===== src/rtl/mult_div_unit_pkg.sv =====
// Shared operation encodings and decode helpers for the iterative multiply/divide unit.
package mult_div_unit_pkg;

    localparam logic [2:0] OP_MULT  = 3'd0;
    localparam logic [2:0] OP_MULTU = 3'd1;
    localparam logic [2:0] OP_DIV   = 3'd2;
    localparam logic [2:0] OP_DIVU  = 3'd3;
    localparam logic [2:0] OP_MTHI  = 3'd4;
    localparam logic [2:0] OP_MTLO  = 3'd5;

    function automatic logic op_is_signed(input logic [2:0] op);
        return (op == OP_MULT) || (op == OP_DIV);
    endfunction

    function automatic logic op_is_div(input logic [2:0] op);
        return (op == OP_DIV) || (op == OP_DIVU);
    endfunction

endpackage


===== src/rtl/mdu_divide_step.sv =====
// One restoring-division iteration: shift in the next dividend bit, trial-subtract the divisor.
module mdu_divide_step #(
    parameter int WIDTH = 32
) (
    input  logic [WIDTH:0]   rem,
    input  logic             dividend_bit,
    input  logic [WIDTH-1:0] divisor,
    output logic [WIDTH:0]   rem_next,
    output logic             q_bit
);

    logic [WIDTH+1:0] shifted_s;
    logic [WIDTH+1:0] diff_s;

    // Trial subtraction; a borrow out of the top bit means the divisor did not fit.
    always_comb begin
        shifted_s = {rem, dividend_bit};
        diff_s    = shifted_s - {2'b00, divisor};
        q_bit     = ~diff_s[WIDTH+1];
        if (q_bit) begin
            rem_next = diff_s[WIDTH:0];
        end else begin
            rem_next = shifted_s[WIDTH:0];
        end
    end

endmodule


===== src/rtl/mult_div_unit.sv =====
// Iterative MIPS multiply/divide unit owning HI/LO: shift-add multiply, restoring divide, one bit per cycle.
module mult_div_unit
    import mult_div_unit_pkg::*;
#(
    parameter int WIDTH = 32
) (
    input  logic             clk,
    input  logic             reset,
    input  logic             start,
    input  logic [2:0]       op,
    input  logic [WIDTH-1:0] A,
    input  logic [WIDTH-1:0] B,
    input  logic             flush,
    output logic             busy,
    output logic             done,
    output logic [WIDTH-1:0] hi,
    output logic [WIDTH-1:0] lo
);

    typedef enum logic [1:0] {
        ST_IDLE = 2'd0,
        ST_RUN  = 2'd1,
        ST_FIX  = 2'd2
    } state_t;

    localparam int CW = $clog2(WIDTH + 1);

    state_t             state_r;
    logic [CW-1:0]      cnt_r;
    logic [2*WIDTH:0]   acc_r;
    logic [WIDTH:0]     rem_r;
    logic [WIDTH-1:0]   quo_r;
    logic [WIDTH-1:0]   opb_r;
    logic               is_div_r;
    logic               neg_res_r;
    logic               neg_rem_r;
    logic               div_zero_r;
    logic               busy_r;
    logic               done_r;
    logic [WIDTH-1:0]   hi_r;
    logic [WIDTH-1:0]   lo_r;

    logic               signed_op_s;
    logic [WIDTH-1:0]   a_mag_s;
    logic [WIDTH-1:0]   b_mag_s;
    logic [WIDTH:0]     mul_sum_s;
    logic [2*WIDTH:0]   acc_next_s;
    logic [WIDTH:0]     div_rem_s;
    logic               div_q_s;
    logic [2*WIDTH-1:0] prod_s;
    logic [2*WIDTH-1:0] mul_res_s;
    logic [WIDTH-1:0]   quo_res_s;
    logic [WIDTH-1:0]   rem_res_s;

    mdu_divide_step #(.WIDTH(WIDTH)) u_divide_step (
        .rem          (rem_r),
        .dividend_bit (quo_r[WIDTH-1]),
        .divisor      (opb_r),
        .rem_next     (div_rem_s),
        .q_bit        (div_q_s)
    );

    // Operand magnitudes, multiply iteration and final sign correction.
    // Negating the most negative value wraps to 2^(WIDTH-1), its correct unsigned magnitude.
    always_comb begin
        signed_op_s = op_is_signed(op);
        a_mag_s     = (signed_op_s && A[WIDTH-1]) ? -A : A;
        b_mag_s     = (signed_op_s && B[WIDTH-1]) ? -B : B;
        mul_sum_s   = acc_r[2*WIDTH:WIDTH] + (acc_r[0] ? {1'b0, opb_r} : {(WIDTH+1){1'b0}});
        acc_next_s  = {1'b0, mul_sum_s, acc_r[WIDTH-1:1]};
        prod_s      = acc_r[2*WIDTH-1:0];
        mul_res_s   = neg_res_r ? -prod_s : prod_s;
        rem_res_s   = neg_rem_r ? -rem_r[WIDTH-1:0] : rem_r[WIDTH-1:0];
        if (div_zero_r) begin
            quo_res_s = {WIDTH{1'b1}};
        end else begin
            quo_res_s = neg_res_r ? -quo_r : quo_r;
        end
    end

    // Control FSM, datapath registers and architectural HI/LO.
    always_ff @(posedge clk) begin
        if (reset) begin
            state_r    <= ST_IDLE;
            cnt_r      <= {CW{1'b0}};
            acc_r      <= {(2*WIDTH+1){1'b0}};
            rem_r      <= {(WIDTH+1){1'b0}};
            quo_r      <= {WIDTH{1'b0}};
            opb_r      <= {WIDTH{1'b0}};
            is_div_r   <= 1'b0;
            neg_res_r  <= 1'b0;
            neg_rem_r  <= 1'b0;
            div_zero_r <= 1'b0;
            busy_r     <= 1'b0;
            done_r     <= 1'b0;
            hi_r       <= {WIDTH{1'b0}};
            lo_r       <= {WIDTH{1'b0}};
        end else begin
            case (state_r)
                ST_IDLE: begin
                    done_r <= 1'b0;
                    if (start && !flush) begin
                        case (op)
                            OP_MULT, OP_MULTU, OP_DIV, OP_DIVU: begin
                                state_r    <= ST_RUN;
                                busy_r     <= 1'b1;
                                cnt_r      <= CW'(WIDTH);
                                acc_r      <= {{(WIDTH+1){1'b0}}, a_mag_s};
                                quo_r      <= a_mag_s;
                                rem_r      <= {(WIDTH+1){1'b0}};
                                opb_r      <= b_mag_s;
                                is_div_r   <= op_is_div(op);
                                neg_res_r  <= signed_op_s & (A[WIDTH-1] ^ B[WIDTH-1]);
                                neg_rem_r  <= signed_op_s & A[WIDTH-1];
                                div_zero_r <= op_is_div(op) & (B == {WIDTH{1'b0}});
                            end
                            OP_MTHI: hi_r <= A;
                            OP_MTLO: lo_r <= A;
                            default: state_r <= ST_IDLE;
                        endcase
                    end
                end
                ST_RUN: begin
                    done_r <= 1'b0;
                    if (flush) begin
                        state_r <= ST_IDLE;
                        busy_r  <= 1'b0;
                    end else begin
                        cnt_r <= cnt_r - CW'(1);
                        if (is_div_r) begin
                            rem_r <= div_rem_s;
                            quo_r <= {quo_r[WIDTH-2:0], div_q_s};
                        end else begin
                            acc_r <= acc_next_s;
                        end
                        if (cnt_r == CW'(1)) begin
                            state_r <= ST_FIX;
                        end
                    end
                end
                ST_FIX: begin
                    state_r <= ST_IDLE;
                    busy_r  <= 1'b0;
                    if (flush) begin
                        done_r <= 1'b0;
                    end else begin
                        done_r <= 1'b1;
                        if (is_div_r) begin
                            hi_r <= rem_res_s;
                            lo_r <= quo_res_s;
                        end else begin
                            hi_r <= mul_res_s[2*WIDTH-1:WIDTH];
                            lo_r <= mul_res_s[WIDTH-1:0];
                        end
                    end
                end
                default: begin
                    state_r <= ST_IDLE;
                    busy_r  <= 1'b0;
                    done_r  <= 1'b0;
                end
            endcase
        end
    end

    assign busy = busy_r;
    assign done = done_r;
    assign hi   = hi_r;
    assign lo   = lo_r;

endmodule


===== config.mk =====
export PLATFORM = sky130hd
export DESIGN_NAME = mult_div_unit
export DESIGN_NICKNAME = d
export VERILOG_FILES = /design/src/rtl/mult_div_unit_pkg.sv /design/src/rtl/mdu_divide_step.sv /design/src/rtl/mult_div_unit.sv
export SDC_FILE = /design/constraint.sdc
export NUM_CORES = 1
export LEC_CHECK = 0
export BUFFER_PORTS_ARGS = -buffer_cell sky130_fd_sc_hd__clkbuf_2
export CORE_MARGIN = 8
export CORE_UTILIZATION = 62
export DETAILED_ROUTE_END_ITERATION = 12
export GPL_TIMING_DRIVEN = 1
export PLACE_DENSITY = 0.87
export SKIP_CTS_REPAIR_TIMING = 1
export SLEW_MARGIN = 5
export SYNTH_ARGS = -nofsm -noshare
export SYNTH_HDL_FRONTEND = slang
export SYNTH_HIERARCHICAL = 1
export SYNTH_SLANG_ARGS = --single-unit
export TNS_END_PERCENT = 30

===== constraint.sdc =====
create_clock -name clk -period 4.4 [get_ports clk]
set_clock_uncertainty 0.05 [all_clocks]
set_input_delay 0.66 -clock clk [delete_from_list [all_inputs] [get_ports clk]]
set_output_delay 0.66 -clock clk [all_outputs]
set_load 0.01 [all_outputs]

# == After elaboration in Yosys (flattened, before gate mapping) ==
# Cells that the tools add are included.
# totals
regBits,240
input_bits,71
out_inout_bits,66
word_cells,116
# classes
add_sub_neg,8
n_eq_ne,19
n_mux,47
bitwise_logic,6
reduce_logical,22
# op_table
operator,n
2-to-1 mux 32 bit,18
2-to-1 mux 65 bit,4
one-hot mux 32 bit (2 select lines),3
2-to-1 mux 33 bit,5
one-hot mux 65 bit (2 select lines),1
negator 32 bit,4
one-hot mux 33 bit (2 select lines),1
2-to-1 mux 64 bit,1
negator 64 bit,1
subtractor 34 x 32 -> 34 bit,1
adder 33 x 32 -> 33 bit,1
zero test 32 bit,1
2-to-1 mux 6 bit,3
!= test 2 bit (second input constant),7
one-hot mux 6 bit (2 select lines),1
AND reduction 4 bit,3
AND reduction 5 bit,2
AND reduction 3 bit,3
one-hot mux 2 bit (2 select lines),2
equality test 3 x 2 -> 1 bit (second input constant),2
equality test 3 bit (second input constant),2
equality test 6 x 1 -> 1 bit (second input constant),1
2-to-1 mux 2 bit,3
!= test 2 x 1 -> 1 bit (second input constant),3
other kinds (18),29

# == Logic depth before layout (Yosys ltp) ==
# depth
word_depth,7
depth_mapped,16
mapped_depth_nobuf,14

# == By module ==
# Netlist, hierarchy kept.
# modules_own_cells
mod,instances,cells_each,area_per_inst_um2,seq_area_each_um2
mult_div_unit,1,2105,15761.4,4784.6
mdu_divide_step,1,306,2213.4,0.0

# == Least setup slack after synthesis ==
# No wires, ideal clock.
# synth_timing
path_kind,register to register
startpoint,reg acc_r[0]
endpoint,reg acc_r[61]
setup_ns,0.121
arrival_time_ns,3.038
required_time_ns,4.229
setup_slack_ns,1.192
stages_incl_launch_ff,15
path_buffers,2
period_less_slack_ns,3.208
cell_sequence,dfxtp_1 -> clkbuf_1 -> clkbuf_1 -> and2_1 -> ha_1 -> inv_1 -> fa_1 -> nor2b_1 -> o2111ai_1 -> a211oi_1 -> o21ai_0 -> a21o_1 -> o21ai_0 -> nand3_1 -> mux2_2
# synth_between
elab_chain_len,5
# synth_lines
element,line,text
from (decl),mult_div_unit.sv:30,logic [2*WIDTH:0] acc_r;
from (signal assigned),mult_div_unit.sv:86,acc_r <= {(2*WIDTH+1){1'b0}};
from (signal assigned),mult_div_unit.sv:108,"acc_r <= {{(WIDTH+1){1'b0}}, a_mag_s};"
from (signal assigned),mult_div_unit.sv:134,acc_r <= acc_next_s;
2-to-1 mux 32 bit,mult_div_unit.sv:69,"mul_sum_s = acc_r[2*WIDTH:WIDTH] + (acc_r[0] ? {1'b0, opb_r} : {(WIDTH+1){1'b0}});"
adder 33 x 32 -> 33 bit,mult_div_unit.sv:69,
2-to-1 mux 65 bit,mult_div_unit.sv:130,if (is_div_r) begin
2-to-1 mux 65 bit,mult_div_unit.sv:125,if (flush) begin
one-hot mux 65 bit (2 select lines),mult_div_unit.sv:99,case (state_r)
# Every way passes these cells. The select of a mux whose other input is x is not followed.
# A chain may end at the register's enable or synchronous reset.

# == Worst setup path after layout ==
# layout_timing
startpoint,reg rem_r[7]
endpoint,reg rem_r[23]
# layout_between
elab_chain_len,5
# layout_lines
element,line,text
from (decl),mult_div_unit.sv:31,logic [WIDTH:0] rem_r;
from (signal assigned),mult_div_unit.sv:87,rem_r <= {(WIDTH+1){1'b0}};
from (signal assigned),mult_div_unit.sv:110,rem_r <= {(WIDTH+1){1'b0}};
from (signal assigned),mult_div_unit.sv:131,rem_r <= div_rem_s;
subtractor 34 x 32 -> 34 bit,mdu_divide_step.sv:18,"diff_s = shifted_s - {2'b00, divisor};"
2-to-1 mux 33 bit,mdu_divide_step.sv:20,if (q_bit) begin
via div_rem_s[23],mult_div_unit.sv:48,logic [WIDTH:0] div_rem_s;
2-to-1 mux 33 bit,mult_div_unit.sv:130,
2-to-1 mux 33 bit,mult_div_unit.sv:125,
one-hot mux 33 bit (2 select lines),mult_div_unit.sv:99,
# The timed path passes the listed nets, and every way through them passes these cells. The select of a mux whose other input is x is not followed.

==> impl_metrics.py <==
metrics = {
    "run_status": {
        "outcome": "finished, final reports clean",
    },
    "critical_path": {
        "crit_slowest_cell": "ha_1",
        "crit_type": "reg2reg",
        "worstPathCellList": "ha_1 -> and3_1 -> or3b_1 -> a211oi_2 -> o31ai_1 -> and3_4 -> o31ai_4 -> xor2_4 -> buf_12 -> mux2_2 -> a22oi_1 -> nor2_1",
        "critPathCaptureType": "flip-flop",
        "worst_setup_path_start_kind": "flip-flop",
        "crit_start": "rem_r[7]$_SDFFE_PP0P_",
        "r2r_start": "rem_r[7]$_SDFFE_PP0P_",
        "cp_max_fo": 34,
        "critPathTopFamily": "compound AO/OA/AOI/OAI gates",
        "cpPeakStageDelay_ps": 460,
        "cp_num_buf_inv": 1,
        "crit_arrival_ps": 4190,
        "worstPathRequired_ps": 4770,
    },
    "synthesis": {
        "ys.warnings.count": 6,
        "yosysTopAreaCellShare": 0.2662,
        "synth_top_area_cell": "dfxtp_1",
        "synth.most_common_cell": "nor2_1",
        "synth_seq_cells": 239,
        "avgSynthCellArea_um2": 7.455,
        "syn_inst": 2411,
        "synth_cell_types": 82,
        "synth_area_um2": 17970,
        "synth_nets": 2555,
        "seq_area_frac_synth": 0.2662,
        "synth_top_cells_by_count": "nor2_1, dfxtp_1, nand2_1",
        "ys.flop_type": "dfxtp_1",
        "synth_area_leaders": "dfxtp_1, xnor2_1, a21oi_1, nor2_1, ha_1",
        "async_flop_share": 0,
        "synth_edf_count": 0,
    },
    "global_routing": {
        "grt_pass1_vias": 18000,
        "grt.overflow.total": 0,
        "grt_max_degree": 77,
        "grt_antenna_before_repair": 2,
        "global_route.usage.met1": 0.5131,
        "grt_use_met3": 0.1125,
        "grt.met2_usage": 0.5703,
        "grt_pass1_wl_um": 104600,
        "track_usage": 0.3858,
        "busiest_layer": "met2",
    },
    "clock_tree": {
        "cts_inserted_buffers": 29,
        "cts_max_path_buffers": 3,
        "clock_latency_ps": 570,
        "cts_tree": "built",
        "h-tree-depth": 1,
        "path_clk_slew_ps": 60,
        "cts.sinks": 239,
        "root_buffer": "clkbuf_16",
    },
    "drt": {
        "wl_per_cell_um": 24.33,
        "dr_total_vias": 19780,
        "via_per_inst": 6.915,
        "dr.pass1.iters": 7,
        "routed_wl_um": 69570,
        "ant_nets": 0,
        "drc_errors": 0,
        "drt_iter0_drc": 2918,
    },
    "timing": {
        "timing.setup.tns_ps": 0,
        "finalSetupViolCount": 0,
        "fin_ws_ps": 578.6,
        "period_share": 0.8685,
        "hold_slack_ps": 372.5,
        "timing_hold_violations_final": 0,
        "period_needed_ps": 3821,
        "slew_headroom": 0.2009,
        "max_freq_mhz": 261.7,
        "rsz0062_at_grt": "no",
        "tightest_slew_ps": 1199,
        "drv_slew": 0,
    },
    "floorplanning": {
        "start_util": 0.6279,
        "row_count": 62,
        "core_area_um2": 28630,
        "die_h_um": 186.3,
        "ios": 137,
        "dieArea_um2": 34700,
        "die_w_um": 186.3,
    },
    "cells_and_area": {
        "finalNetCount": 2598,
        "area_growth_pct": 10.98,
        "drive_gt1_frac": 0.1131,
    },
    "hold_path": {
        "holdCritStartpoint": "A[1]",
        "worstHoldPathType": "in2reg",
    },
    "power_and_ir_drop": {
        "finalPower_uw": 5940,
        "leakagePower_uw": 0.008098,
        "powerDensity_nw_per_um2": 297.8,
        "vdd_drop_max_mv": 0.3390,
    },
    "place": {
        "pre_cts_ws_ps": 695.4,
        "io_buffers": 136,
        "place_hpwl_um": 51560,
        "gp_congestion": 1.016,
    },
    "job": {
        "cap_violations": 0,
    },
}
[cell usage in the layout, fill, tap and decap left out, drive strengths merged, types with 19 or more instances in the layout]
cell	synthesis	final
and3	20	20
a211oi	59	59
o21ai	173	173
xnor2	112	112
a31oi	28	28
or3	40	40
o21a	20	20
o31ai	55	55
nor2	257	257
ha	71	71
inv	64	65
o41ai	24	24
a22oi	44	44
nand2	210	210
dfxtp	239	239
clkbuf	150	172
nor2b	20	20
nand3	42	42
or4	26	26
a21o	37	37
xor2	93	93
o211ai	35	35
nor4	29	29
mux2	26	26
a21oi	193	193
buf	19	46
nand4	19	19
nor3	80	80
and2	40	40
[worst register-to-register path, cell delays in order (launching register included)]
cell      delay (ps)
dfxtp_1          400
ha_1             460
and3_1           200
or3b_1           360
a211oi_2         400
o31ai_1          120
and3_4           220
o31ai_4          270
xor2_4           300
buf_12           260
mux2_2           370
a22oi_1          220
nor2_1            60
[cells by family (layout without fill, tap and decap cells)]
group	Yosys count	count (layout)	share of synthesized area
and+or+nand+nor	842	842	0.2268
DFF	239	239	0.2662
buffers and inverters	234	298	0.04998
other	0	1	0
AOI/OAI and AO/OA	775	775	0.2798
adders and majority gates	73	73	0.05165
muxes	43	43	0.02576
xor gates and xnor gates	205	205	0.09989
[state kept, by name (all words and copies together) (netlist names)]
signal and cells:
acc_r 64, busy 1, cnt_r 6, div_zero_r 1
done 1, hi 32, is_div_r 1, lo 32
neg_rem_r 1, neg_res_r 1, opb_r 32, quo_r 32
rem_r 33, state_r 2
[path summary, 6_finish.rpt]
check | end | slack [ps] | depth (start not counted)
setup / recovery | rem_r[23]$_SDFFE_PP0P_ | 580 | 12
hold / removal | lo[1]$_SDFFE_PP0P_ | 370 | 3
setup reg to reg | rem_r[23]$_SDFFE_PP0P_ | 580 | 12
hold reg to reg | hi[2]$_SDFFE_PP0P_ | 450 | 2
[cell type report]
| type | count | area (µm²) |
|---|---|---|
| fillers | 2461 | 8677 |
| well taps | 384 | 480.5 |
| clock inverters | 15 | 192.7 |
| clock buffers | 37 | 815.8 |
| inverters | 65 | 244.0 |
| diodes | 1 | 2.502 |
| multi-input cells | 1938 | 12360 |
| flip-flops and latches | 239 | 4787 |
| repair buffers | 181 | 1062 |
[through the flow]
stage / cells / util / instance area, µm²
floorplan: 2411 / - / 17970
global placement: 2807 / 0.6616 / 18940
detailed placement: 2807 / 0.6616 / 18940
CTS: 2859 / 0.6968 / 19950
global route: 2859 / 0.6968 / 19950
finish: 2860 / 0.6969 / 19950
[routing by layer]
metal	part of all wire	wire length, µm	vias to the layer above
li1	-	-	8912
met1	0.39	27290	9265
met2	0.41	28760	1344
met3	0.14	9627	253
met4	0.056	3867	4
met5	0.00037	26	-
[power by group]
part	internal (µW)	switching (µW)	total [µW]	leakage, µW
sequential	2220	84.1	2310	0.00194
combinational	367	690	1060	0.00567
clock	1540	1030	2570	0.000488
Note: power is estimated with default switching activity, not from simulation.
